==> config.mk <==
export PLATFORM = sky130hd
export DESIGN_NAME = imem_boot_ctrl
export DESIGN_NICKNAME = d
export VERILOG_FILES = /design/src/rtl/imem_boot_ctrl.sv
export SDC_FILE = /design/constraint.sdc
export NUM_CORES = 1
export LEC_CHECK = 0
export CAP_MARGIN = 0
export CORE_ASPECT_RATIO = 0.8
export CORE_UTILIZATION = 45
export DETAILED_ROUTE_END_ITERATION = 10
export PLACE_DENSITY = 0.84
export SYNTH_ARGS = -nofsm -noshare
export SYNTH_HDL_FRONTEND = slang
export SYNTH_SLANG_ARGS = --single-unit
==> constraint.sdc <==
create_clock -name clk -period 2.9 [get_ports clk]
set_input_delay 0.58 -clock clk [delete_from_list [all_inputs] [get_ports clk]]
set_output_delay 0.58 -clock clk [all_outputs]
set_load 0.05 [all_outputs]
==> src/rtl/imem_boot_ctrl.sv <==
// Boot loader and fetch controller for the instruction memory: loads a
// length-prefixed little-endian byte stream, then serves registered fetches.
module imem_boot_ctrl #(
  parameter int DEPTH = 1024,
  parameter int AW    = $clog2(DEPTH)
) (
  input  logic          clk,
  input  logic          reset,
  input  logic [7:0]    rx_data,
  input  logic          rx_valid,
  output logic          rx_ready,
  output logic          mem_we,
  output logic [AW-1:0] mem_waddr,
  output logic [31:0]   mem_wdata,
  output logic [AW-1:0] mem_raddr,
  input  logic [31:0]   mem_rdata,
  input  logic          fetch_req,
  input  logic [31:0]   fetch_addr,
  output logic [31:0]   fetch_instr,
  output logic          fetch_valid,
  output logic          fetch_fault,
  output logic          core_run,
  output logic          boot_err
);

  localparam logic [31:0] NOP = 32'h0000_0013;

  typedef enum logic [2:0] {HDR0, HDR1, LOAD, RUN, ERR} state_t;

  state_t          state, state_nx;
  logic [15:0]     cnt;
  logic [AW-1:0]   widx;
  logic [1:0]      lane;
  logic [2:0][7:0] asm_q;

  logic        rx_fire, hdr_bad, last_wr, fault, fetch_go;
  logic [15:0] hdr_cnt;

  assign rx_fire  = rx_valid & rx_ready;
  assign hdr_cnt  = {rx_data, cnt[7:0]};
  assign hdr_bad  = (hdr_cnt == 16'd0) || (hdr_cnt > 16'(DEPTH));
  // the final word's write cycle closes the load; no byte is taken during it
  assign last_wr  = mem_we && ({{(16-AW){1'b0}}, mem_waddr} == cnt - 16'd1);
  assign fault    = (|fetch_addr[1:0]) || (fetch_addr[31:2] >= {14'd0, cnt});
  assign fetch_go = (state == RUN) && fetch_req;

  assign rx_ready  = reset && ((state == HDR0) || (state == HDR1) ||
                               ((state == LOAD) && !last_wr));
  assign mem_raddr = (state == RUN) ? fetch_addr[AW+1:2] : '0;
  assign core_run  = (state == RUN);
  assign boot_err  = (state == ERR);

  always_ff @(posedge clk or negedge reset) begin
    if (!reset) state <= HDR0;
    else        state <= state_nx;
  end

  always_comb begin
    state_nx = state;
    case (state)
      HDR0:    if (rx_fire) state_nx = HDR1;
      HDR1:    if (rx_fire) state_nx = hdr_bad ? ERR : LOAD;
      LOAD:    if (last_wr) state_nx = RUN;
      RUN:     state_nx = RUN;
      ERR:     state_nx = ERR;
      default: state_nx = HDR0;
    endcase
  end

  always_ff @(posedge clk or negedge reset) begin
    if (!reset) begin
      cnt         <= '0;
      widx        <= '0;
      lane        <= '0;
      asm_q       <= '0;
      mem_we      <= 1'b0;
      mem_waddr   <= '0;
      mem_wdata   <= '0;
      fetch_instr <= '0;
      fetch_valid <= 1'b0;
      fetch_fault <= 1'b0;
    end else begin
      mem_we <= 1'b0;
      if (rx_fire) begin
        case (state)
          HDR0: cnt[7:0] <= rx_data;
          HDR1: begin
            cnt[15:8] <= rx_data;
            widx      <= '0;
            lane      <= '0;
          end
          LOAD: begin
            lane <= lane + 2'd1;
            case (lane)
              2'd0: asm_q[0] <= rx_data;
              2'd1: asm_q[1] <= rx_data;
              2'd2: asm_q[2] <= rx_data;
              default: begin
                mem_we    <= 1'b1;
                mem_waddr <= widx;
                mem_wdata <= {rx_data, asm_q[2], asm_q[1], asm_q[0]};
                widx      <= widx + AW'(1);
              end
            endcase
          end
          default: ;
        endcase
      end
      fetch_valid <= fetch_go;
      fetch_fault <= fetch_go && fault;
      if (fetch_go) fetch_instr <= fault ? NOP : mem_rdata;
    end
  end

endmodule

Word-level counts from Yosys, hierarchy flattened
Cells that the tools add are included.
{"block": "op_classes", "n_lt_le_gt_ge": 2, "bitwise_logic": 2, "reduce_logical": 25, "n_eq_ne": 11, "n_mux": 13, "n_addsub": 3}
{"cell": "32-bit two-way mux", "count": 1}
{"cell": "30-bit by 16-bit greater-or-equal comparator with 1-bit output", "count": 1}
{"cell": "10-bit two-way mux", "count": 2}
{"cell": "10-bit one-hot mux with 2 select lines", "count": 1}
{"cell": "3-bit AND reduction", "count": 6}
{"cell": "10-bit by 16-bit equality test with 1-bit output", "count": 1}
{"cell": "16-bit by 11-bit > comparator with 1-bit output, second input constant", "count": 1}
{"cell": "16-bit logical NOT", "count": 1}
{"cell": "16-bit by 1-bit subtractor with 16-bit output, second input constant", "count": 1}
{"cell": "3-bit one-hot mux with 5 select lines", "count": 1}
{"cell": "3-bit two-way mux", "count": 4}
{"cell": "10-bit by 1-bit adder with 10-bit output, second input constant", "count": 1}
{"cell": "2-bit inequality test, second input constant", "count": 4}
{"cell": "3-bit by 2-bit equality test with 1-bit output, second input constant", "count": 2}
{"cell": "2-bit AND reduction", "count": 3}
{"cell": "1-bit logical AND", "count": 5}
{"cell": "1-bit logical OR", "count": 4}
{"cell": "2-bit one-hot mux with 2 select lines", "count": 1}
{"cell": "3-bit by 1-bit equality test with 1-bit output, second input constant", "count": 1}
{"cell": "3-bit equality test, second input constant", "count": 1}
{"cell": "3-bit logical NOT", "count": 1}
{"cell": "1-bit two-way mux", "count": 3}
{"cell": "3-bit OR reduction", "count": 1}
{"cell": "2-bit by 1-bit adder with 2-bit output, second input constant", "count": 1}
{"cell": "other kinds (8)", "count": 8}
{"block": "totals", "input_bits": 76, "word_cells": 70, "register_bits": 132, "output_inout_bits": 90}

Logic depth before layout (Yosys ltp)
{"block": "logic_depth", "word_depth": 10, "mapped_depth": 11}

Worst setup path before layout
OpenSTA, ideal clock, no wires.
{"block": "synth_timing", "kind": "register to output", "startpoint": "reg cnt[0]", "endpoint": "out rx_ready", "setup_slack_ns": -0.257, "required_time_ns": 2.320, "path_stages_with_launch": 10, "t_arrival_ns": 2.577, "cell_sequence": "dfrtp_1 inv_1 ha_1 nor4b_2 nand3_1 xnor2_1 or3_4 nor3_4 o22ai_1 and2_1"}
{"block": "synth_between", "elab_chain_cells": 7}
{"item": "start, declared", "line_no": "31", "source": "logic [15:0] cnt;"}
{"item": "start signal, assigned", "line_no": "86", "source": "HDR0: cnt[7:0] <= rx_data;"}
{"item": "16-bit by 1-bit subtractor with 16-bit output", "line_no": "43", "source": "assign last_wr = mem_we && ({{(16-AW){1'b0}}, mem_waddr} == cnt - 16'd1);"}
{"item": "10-bit by 16-bit equality test with 1-bit output", "line_no": "43"}
{"item": "1-bit logical AND", "line_no": "43"}
{"item": "1-bit logical NOT", "line_no": "48", "source": "((state == LOAD) && !last_wr));"}
{"item": "1-bit logical AND", "line_no": "48"}
{"item": "1-bit logical OR", "line_no": "47", "source": "assign rx_ready = reset && ((state == HDR0) || (state == HDR1) ||"}
{"item": "1-bit logical AND", "line_no": "47"}
{"item": "end, declared", "line_no": "11", "source": "output logic rx_ready,"}
No other way between the ends.

Worst setup path after layout
{"block": "layout_timing", "startpoint": "reg cnt[2]", "endpoint": "out rx_ready"}
The elaborated chain is that of the path after synthesis.

==> summary.txt <==
Synth
  – Share of flip-flops with an asynchronous set or reset: 100%
  – Synthesis Warnings: 0
  – Post-Synthesis Net Count: 705
  – Post-Synthesis Cell Area: 6520 sq um
  – Top cells by area, synth: dfrtp_1 (51%), mux2_2 (11%), ha_1 (4.4%)
  – Synth Flop Type: dfrtp_1
  – Synthesized area per cell: 10.8 sq um
  – Synth top area share: 50.7%
  – Number of synthesized flops with an enable pin: 0
  – Cell count after synthesis: 606
  – Register area share after synthesis: 50.7%
  – Biggest area consumer among synthesized cells: dfrtp_1
  – Number of synthesized register bits: 132
  – Post-synth cell types: 53

Route
  – Vias per std cell: 5.64
  – Routed len/inst: 19.3 um
  – Iteration count of the initial detailed-routing pass: 5
  – Number of vias in the routed layout: 5,644
  – DRT iter0 DRCs: 301
  – Remaining design rule violation count: 0
  – Residual antenna-violating net count after detailed routing: 0
  – Aggregate routed wire length: 19,400 um

Critical path
  – Arrival time of data at the critical path endpoint: 2.61 ns
  – Worst Setup Start Kind: register
  – Kind of critical path: register to output port
  – Largest fanout on the critical path: 4
  – Element type at the critical path end: output port
  – Required arrival time at the worst endpoint: 2.32 ns

Power and ir drop
  – Total design power: 6.27 mW
  – Max VDD drop: 472 uV
  – Leakage power: 4.38 nW
  – Power density cells: 649 nW/um^2

Cells and area
  – Final standard cell area without fillers: 9670 sq um
  – Register area: 3300 sq um
  – Number of fillers in the final layout: 935
  – Fraction of layout instances using a drive strength above 1: 23.1%
  – Final non-filler cell total: 1,001
  – Number of nets in the final layout: 907
  – Utilization of the core after routing: 69.9%
  – Area occupied by multi-input gates: 3140 sq um
  – Diodes inserted: 0
  – Area growth syn-to-layout: 48.3%

Die
  – Number of ports placed on the die boundary: 166
  – Area of the die: 15,000 sq um
  – FP Rows: 38
  – Die width: 137 um
  – Die outline height: 110 um
  – Core Region: 13,800 sq um
  – Initial Utilization: 47.1%

Timing
  – Max Clock Freq: 313 MHz
  – Worst Hold Margin: 0.0504 ns
  – Relative slew slack: 29.3%
  – Fin. max-slew vios: 0
  – Worst clock skew: 0.00751 ns
  – Clock period minus worst slack: 3.19 ns
  – Hold Violations, Final: 0
  – Tcrit/Tclk final: 110%
  – Final worst setup slack: -0.292 ns
  – Post-Route Setup TNS: -0.292 ns
  – Count of endpoints failing setup in the final report: 1
  – RSZ-0062 raised after global routing: yes
  – Slew at the pin with the worst max-slew slack: 1.06 ns

Job
  – Max-cap check violation count: 0

Global routing
  – Pin count of the biggest net entering global routing: 86
  – GRT Overall Usage: 26.7%
  – Gr ovfl total: 0
  – Via count of the first global-routing pass: 5,643
  – Wire length of the first global-routing pass: 29,700 um
  – Initial antenna violation count: 0

Outcome
  – Run status: finished with violations
  – Violations in the final reports: setup timing

Clock network
  – Clock-pin slew of the registers on the worst-case setup and hold paths: 0.06 ns
  – CTS root buf: clkbuf_16
  – Number of CTS-inserted buffers: 17
  – Count of hold-fix buffers inserted at cts: 0
  – Num Clock Sinks: 132
  – CTS H-Tree Depth: 4
  – Longest Clk Path Bufs: 2
  – CTS tree: built
  – Clock latency on the worst-skew pair: 0.42 ns

Placed design
  – Worst-case setup slack after placement: -0.0277 ns
  – Inst Count DP: 960
  – RD Place Congestion: 0.899
  – Count of port buffers added during placement: 165
  – Total placed instance area: 8750 sq um
  – DPL Wire Length: 13,800 um

Min path
  – Type of the most critical hold path: primary input to async pin
where the power goes:
part           internal (mW)  leakage (nW)  switching (mW)  total (mW)
logic                  0.855          2.25           0.985        1.84
clock network           1.47         0.312           0.827        2.30
registers               1.99          1.81           0.142        2.13
total                   4.32          4.38            1.95        6.27
cells in the final DEF, fill, tap and decap left out, types with 10 or more instances in the layout:
cell and n:
clkdlybuf4s50_1 152, dfrtp_1 132, nand2_1 68, o21ai_0 50
mux2_2 41, buf_4 40, nand4_1 39, mux2_4 26
ha_1 22, inv_1 20, nor2_1 20, clkbuf_16 19
buf_12 16, and2_1 14, nor3_1 10, a21oi_1 10
sequential cells by signal, indices dropped and copies added (netlist names):
register and count:
mem_waddr 10, fetch_valid 1, mem_wdata 32, state 3, fetch_fault 1, widx 10, lane 2, asm_q 24
mem_we 1, fetch_instr 32, cnt 16
final cells by class:
cell class | count | share of cell area, %
clock buffer | 18 | 4.54
clock inverter | 14 | 2.06
multi-input combinational | 418 | 32.5
sequential | 132 | 34.2
tap | 180 | 2.33
inverter | 23 | 0.919
timing repair buffer | 216 | 23.5
worst max-delay path, cell delays in order (launching register included):
cell and delay [ns]:
dfrtp_1 0.43, buf_6 0.14, nor4b_4 0.34, nand3_2 0.13, xnor2_2 0.16, or3_4 0.35
nor3_4 0.23, o22ai_1 0.10, and2_4 0.17, buf_8 0.14
synthesized netlist by cell type (7+ instances only):
master and instances:
nor3_1 10, xnor2_1 9, nand2_1 68, clkbuf_1 22, inv_1 22, dfrtp_1 132, nor2_1 21, mux2_2 66
o21ai_0 51, and2_1 15, ha_1 23, a21oi_1 11, nand2b_1 7, nor4_1 9, nand4_1 39
cells by family after synthesis:
kind of cell / count (synthesis) / share of synthesized area [%]
AOI/OAI and AO/OA: 102 / 9.65
xor gates and xnor gates: 14 / 1.88
adders and majority gates: 23 / 4.41
buffers and inverters: 56 / 3.55
DFF: 132 / 50.7
muxes: 72 / 12.4
and+or+nand+nor: 207 / 17.5
worst paths after layout:
| path | from | to | slack, ns | cells past startpoint |
|---|---|---|---|---|
| setup / recovery | cnt[2] | rx_ready | -0.29 | 9 |
| hold / removal | reset | mem_wdata[31] | 0.05 | 1 |
| max in group asynchronous | reset | fetch_instr[4] | 1.49 | 2 |
| hold reg to reg | fetch_instr[3] | fetch_instr[3] | 0.48 | 2 |
| min in group clk | fetch_instr[3] | fetch_instr[3] | 0.48 | 2 |
| setup reg to reg | cnt[2] | mem_wdata[22] | 0.05 | 10 |
per-layer routing:
layer | vias to the layer above | global-route usage (%) | part of all wire [%]
met4 | 0 | 10.4 | 2.4
met1 | 2806 | 35.1 | 44
met5 | - | 0 | 0
met2 | 223 | 41.2 | 47
li1 | 2580 | - | -
met3 | 35 | 8.44 | 7.4
timing repair:
| action | in CTS | in global routing |
|---|---|---|
| buffers inserted | 4 | 2 |
| cloned | 0 | 3 |
| endpoints found under the setup margin | 10 | 44 |
| gates resized for setup | 12 | 36 |
| endpoints found under the hold margin | 0 | 0 |
| pin swaps | 9 | 4 |
No activity file was read; power rests on OpenSTA's default activity.
